## src/rtl/display_scan.sv

```systemverilog
// Six-digit multiplexed seven-segment scanner with a double-buffered digit bank; frame-aligned bank swap.
// Outputs registered, 1-cycle latency; no backpressure; optional LEADING_ZERO_BLANK_EN blanks leading zeros.
module display_scan #(
  parameter int CLKS_PER_DIGIT = 50000
) (
  input  logic       clk,
  input  logic       reset,
  input  logic       load,
  input  logic [3:0] d1,
  input  logic [3:0] d2,
  input  logic [3:0] d3,
  input  logic [3:0] d4,
  input  logic [3:0] d5,
  input  logic [3:0] d6,
  output logic [6:0] seg,
  output logic [5:0] an,
  output logic       frame_done,
  output logic       pending
);

  localparam logic [15:0] DIV_LAST = 16'(CLKS_PER_DIGIT - 1);

  logic [15:0]     div;
  logic [2:0]      idx;
  logic [5:0][3:0] active;
  logic [5:0][3:0] shadow;
  logic [5:0][3:0] din;
  logic            tick;
  logic            boundary;
  logic [3:0]      cur_digit;
  logic [5:0]      an_nxt;
  logic            cur_blank;

  assign din      = {d6, d5, d4, d3, d2, d1};
  assign tick     = (div == DIV_LAST);
  assign boundary = tick && (idx == 3'd5);

  function automatic logic [6:0] hex7(input logic [3:0] v);
    case (v)
      4'h0:    hex7 = 7'h40;
      4'h1:    hex7 = 7'h79;
      4'h2:    hex7 = 7'h24;
      4'h3:    hex7 = 7'h30;
      4'h4:    hex7 = 7'h19;
      4'h5:    hex7 = 7'h12;
      4'h6:    hex7 = 7'h02;
      4'h7:    hex7 = 7'h78;
      4'h8:    hex7 = 7'h00;
      4'h9:    hex7 = 7'h10;
      4'hA:    hex7 = 7'h08;
      4'hB:    hex7 = 7'h03;
      4'hC:    hex7 = 7'h46;
      4'hD:    hex7 = 7'h21;
      4'hE:    hex7 = 7'h06;
      default: hex7 = 7'h0E;
    endcase
  endfunction

  // idx never reaches 6 or 7; those fall back to digit 0 so an stays one-hot.
  always_comb begin
    cur_digit = active[0];
    an_nxt    = 6'b111110;
    case (idx)
      3'd1: begin cur_digit = active[1]; an_nxt = 6'b111101; end
      3'd2: begin cur_digit = active[2]; an_nxt = 6'b111011; end
      3'd3: begin cur_digit = active[3]; an_nxt = 6'b110111; end
      3'd4: begin cur_digit = active[4]; an_nxt = 6'b101111; end
      3'd5: begin cur_digit = active[5]; an_nxt = 6'b011111; end
      default: ;
    endcase
  end

`ifdef LEADING_ZERO_BLANK_EN
  logic [5:0] blank_mask;
  logic       lead;

  // A digit is blank while it and every digit above it are zero; d1 always shows.
  always_comb begin
    blank_mask = '0;
    lead       = 1'b1;
    for (int k = 5; k >= 1; k--) begin
      lead          = lead && (active[k] == 4'd0);
      blank_mask[k] = lead;
    end
  end

  always_comb begin
    cur_blank = 1'b0;
    case (idx)
      3'd1:    cur_blank = blank_mask[1];
      3'd2:    cur_blank = blank_mask[2];
      3'd3:    cur_blank = blank_mask[3];
      3'd4:    cur_blank = blank_mask[4];
      3'd5:    cur_blank = blank_mask[5];
      default: cur_blank = 1'b0;
    endcase
  end
`else
  assign cur_blank = 1'b0;
`endif

  always_ff @(posedge clk) begin
    if (reset) begin
      div        <= '0;
      idx        <= '0;
      active     <= '0;
      shadow     <= '0;
      pending    <= 1'b0;
      frame_done <= 1'b0;
      an         <= 6'b111111;
      seg        <= 7'b1111111;
    end else begin
      div        <= tick ? 16'd0 : div + 16'd1;
      if (tick) begin
        idx <= (idx == 3'd5) ? 3'd0 : idx + 3'd1;
      end
      frame_done <= boundary;
      an         <= an_nxt;
      seg        <= cur_blank ? 7'b1111111 : hex7(cur_digit);

      // The active bank only moves at a frame boundary, so a frame never mixes old and new digits.
      if (boundary) begin
        if (load) begin
          active <= din;
          shadow <= din;
        end else if (pending) begin
          active <= shadow;
        end
        pending <= 1'b0;
      end else if (load) begin
        shadow  <= din;
        pending <= 1'b1;
      end
    end
  end

endmodule

```

## config.mk

```make
export PLATFORM = sky130hd
export DESIGN_NAME = display_scan
export DESIGN_NICKNAME = d
export VERILOG_FILES = /design/src/rtl/display_scan.sv
export SDC_FILE = /design/constraint.sdc
export NUM_CORES = 1
export LEC_CHECK = 0
export CAP_MARGIN = 0
export CORE_ASPECT_RATIO = 1.75
export CORE_MARGIN = 3
export CORE_UTILIZATION = 59
export CTS_CLUSTER_SIZE = 10
export DETAILED_ROUTE_END_ITERATION = 10
export GPL_TIMING_DRIVEN = 0
export PLACE_DENSITY = 0.92
export SETUP_SLACK_MARGIN = 0.15
export SYNTH_ARGS = -nofsm -noshare
export SYNTH_HDL_FRONTEND = slang
export SYNTH_SLANG_ARGS = --single-unit
```

## constraint.sdc

```tcl
create_clock -name clk -period 4.6 [get_ports clk]
set_input_delay 0.69 -clock clk [delete_from_list [all_inputs] [get_ports clk]]
set_output_delay 0.69 -clock clk [all_outputs]
set_load 0.01 [all_outputs]
```

==> impl_metrics.csv <==
group,metric,value,unit
final_layout,layout.nets,452,
drt,drtAntennaViolNets,0,
timing,slew_viol_final,0,
drt,wl,7775,um
drt,firstDrtPassIters,4,
critical_path,cp_common_cell,"inv_1",
floorplanning,die_h,107.7,um
timing,skew,6.758,ps
yosys,syn-num-nets,401,
worst_hold_path,holdPathEnd,"div[0]",
worst_hold_path,hp-class,"reg -> reg",
critical_path,critPathLaunch,"idx[1]",
drt,vias,2798,
yosys,synth_most_common_cell,"dfxtp_1",
yosys,synth_area_leaders,"dfxtp_1 (47%), mux2i_1 (9.5%), nor2_1 (8.4%)",
clock_network,cts_root_buf,"clkbuf_8",
clock_network,ctsResizeCount,0,
critical_path,path_buf_inv,4,
critical_path,r2r_slack,1440,ps
critical_path,cp_slowest_cell,"dfxtp_1",
yosys,synthMuxAreaShare,9.792,%
yosys,async_flop_share,0,%
timing,fmax,0.3167,GHz
place,io_buffers,40,
timing,relSlewSlack,45.26,%
yosys,yosys_warnings,0,
yosys,synth_edf_count,0,
global_routing,track_usage,23.65,%
drt,drt_iter0_drc,141,
floorplanning,row_count,36,
final_layout,seq_area,0.001642,mm^2
global_routing,antenna_found_initial,0,
critical_path,cp_cell_sequence,"buf_2 > inv_1 > ha_1 > inv_1 > nor2_1 > o31ai_2 > inv_1 > ha_1 > nor4b_1 > a211oi_2",
global_routing,grt_pass1_vias,2880,
yosys,synth_xor_area_share,4.519,%
drt,drt-wirelength-per-cell,15.68,um
global_routing,grt_max_degree,14,
yosys,synth_top_family_by_area,"simple AND/OR/NAND/NOR gates",
critical_path,r2r-start,"idx[1]",
critical_path,critPathTopFamily,"buffers and inverters",
critical_path,rr_endpoint,"seg[0]",
clock_network,clkSlewWorstSetupHoldPaths,80,ps
global_routing,overflow,0,
floorplanning,die-area,0.006908,mm^2
worst_hold_path,hold_start,"div[0]",
timing,finalCritPeriodShare,68.65,%
yosys,yosysTopAreaCellShare,47.06,%
timing,setup_viol,0,
critical_path,rr_worst_depth,10,
power,power_per_cell_area,341.1,mW/mm^2
run,maxCapViolCount,0,
yosys,synth_compound_area_share,12.84,%
global_routing,grt_pass1_wl,12590,um
drt,drt-vias-per-instance,5.641,
final_layout,drive_above_1_share,8.333,%
clock_network,cts_tree,"built",
clock_network,cts_max_level,3,
timing,fin_crit,3158,ps
timing,worst_slew_pin_slew,821.1,ps
timing,timing.final.hold_violations,0,
yosys,yosysTopAreaCell,"dfxtp_1",
clock_network,clockBufferDepth,2,
yosys,yosys.cell_types.count,45,
final_layout,areaGrowthSynthToFinish,20.91,%
critical_path,critPathLaunchType,"register",
critical_path,critPathMaxStageDelay,510,ps
yosys,syn_area,0.003488,mm^2
place,place_hpwl,5710,um
clock_network,postCtsSetupRepairBufs,0,
floorplanning,design.core.area,0.005630,mm^2
critical_path,required,4840,ps
clock_network,clock_latency,360,ps
drt,drc,0,
critical_path,critPathCaptureType,"register",
critical_path,critPathMaxFanout,10,
critical_path,crit_arrival,3400,ps
yosys,netlist_top_cells_count,"dfxtp_1 (82), nor2_1 (78), mux2i_1 (33)",
yosys,ys.flop_type,"dfxtp_1",
critical_path,critical_path_class,"reg -> reg",
worst_hold_path,hold_depth,1,
floorplanning,pin_count,42,
floorplanning,initial_core_util,61.96,%
power,leakagePower,1.620,nW
timing,fin_hold_ws,470.1,ps
clock_network,cts_made_buffers,9,
yosys,synth-simple-area-share,17.90,%
yosys,synth-adder-area-share,3.587,%
yosys,synth_seq_area_share,47.06,%
floorplanning,die_x,64.13,um
final_layout,multi_input_area,0.001697,mm^2
yosys,synthCells,364,
timing,rsz0062_at_grt,"no",
timing,finalSetupTns,0,ps
power,ir_drop,239.4,uV
clock_network,cts_hold_buf,0,
yosys,syn_area_per_cell,9.583,um^2
yosys,ys_ff_latch,82,
final_layout,n_antenna_cell,0,
clock_network,cts_sinks,82,
status,status,"finished clean",
final_layout,n_fill_cell,384,
place,routabilityCongestion,0.8918,
## cells by family (layout without fill, tap and decap cells)
kind of cell             count (synthesis)  count (layout)
AND/OR/NAND/NOR                        131             131
multiplexers                            34              34
flip-flops                              82              82
buffers and inverters                   33              89
adder cells (fa/ha/maj)                 10              10
XOR/XNOR                                18              18
AO/OA/AOI/OAI                           56              56
## layout make-up
class	instances	share of cell area, %
Multi-Input combinational cell	249	40.23
Sequential cell	82	38.92
Timing Repair Buffer	40	9.493
Clock buffer	11	3.115
Buffer	23	2.670
Clock inverter	5	2.433
Tap cell	76	2.255
Inverter	10	0.8899
## metal layers
metal / up-vias / wire, um / share of wire (%) / global-route usage [%]
met5: - / 0 / 0 / 0
met4: 0 / 348 / 4.5 / 15.28
met3: 29 / 303 / 3.9 / 5.747
met2: 76 / 4262 / 55 / 43.89
met1: 1324 / 2859 / 37 / 22.41
li1: 1369 / - / - / -
## worst max path at each step
stage / end / slack (ps) / cells after the start
after floorplan: seg[0] / 1970 / 10
after global placement: seg[0] / 1590 / 10
after detailed placement: seg[0] / 1470 / 10
after CTS: seg[0] / 1460 / 10
after global routing: seg[0] / 1150 / 10
final: seg[0] / 1440 / 10
## state kept, by name, indices dropped and copies added (netlist names)
name        count
idx             3
frame_done      1
div            16
pending         1
shadow         24
seg             7
an              6
active         24
## where the power goes
part | leakage, nW | internal [mW] | total (mW) | switching, mW
Sequential | 0.669 | 0.728 | 0.734 | 0.00677
Combinational | 0.837 | 0.0443 | 0.0867 | 0.0424
Clock | 0.114 | 0.360 | 0.618 | 0.258
Total | 1.62 | 1.13 | 1.44 | 0.307
## metrics by stage
| step | power, mW | cells | instance area [um^2] | setup WS, ps | utilization [%] |
|---|---|---|---|---|---|
| floorplan | 0.7935 | 364 | 3488 | 1975 | - |
| global placement | 0.8332 | 480 | 3984 | 1594 | 70.76 |
| detailed placement | 0.8378 | 480 | 3984 | 1468 | 70.76 |
| CTS | 1.443 | 496 | 4218 | 1456 | 74.91 |
| global route | 1.479 | 496 | 4218 | 1150 | 74.91 |
| finish | 1.439 | 496 | 4218 | 1442 | 74.91 |
## placed cells by master, fill, tap and decap left out, types with 3 or more instances in the layout
| cell type | n |
|---|---|
| nand3_1 | 7 |
| buf_2 | 9 |
| clkdlybuf4s50_1 | 40 |
| clkbuf_8 | 9 |
| xnor2_1 | 11 |
| nand4_1 | 3 |
| o21ai_1 | 3 |
| nand3b_1 | 5 |
| xor2_1 | 7 |
| bufinv_16 | 3 |
| ha_1 | 10 |
| inv_1 | 10 |
| a211oi_1 | 25 |
| dfxtp_1 | 82 |
| a21oi_1 | 5 |
| nand2_1 | 9 |
| clkbuf_1 | 14 |
| and3_1 | 3 |
| a31oi_1 | 5 |
| nor2_1 | 78 |
| nor3_1 | 7 |
| mux2i_1 | 33 |
| o21ai_0 | 4 |
| or3_1 | 6 |
Note: power is estimated with default switching activity, not from simulation.
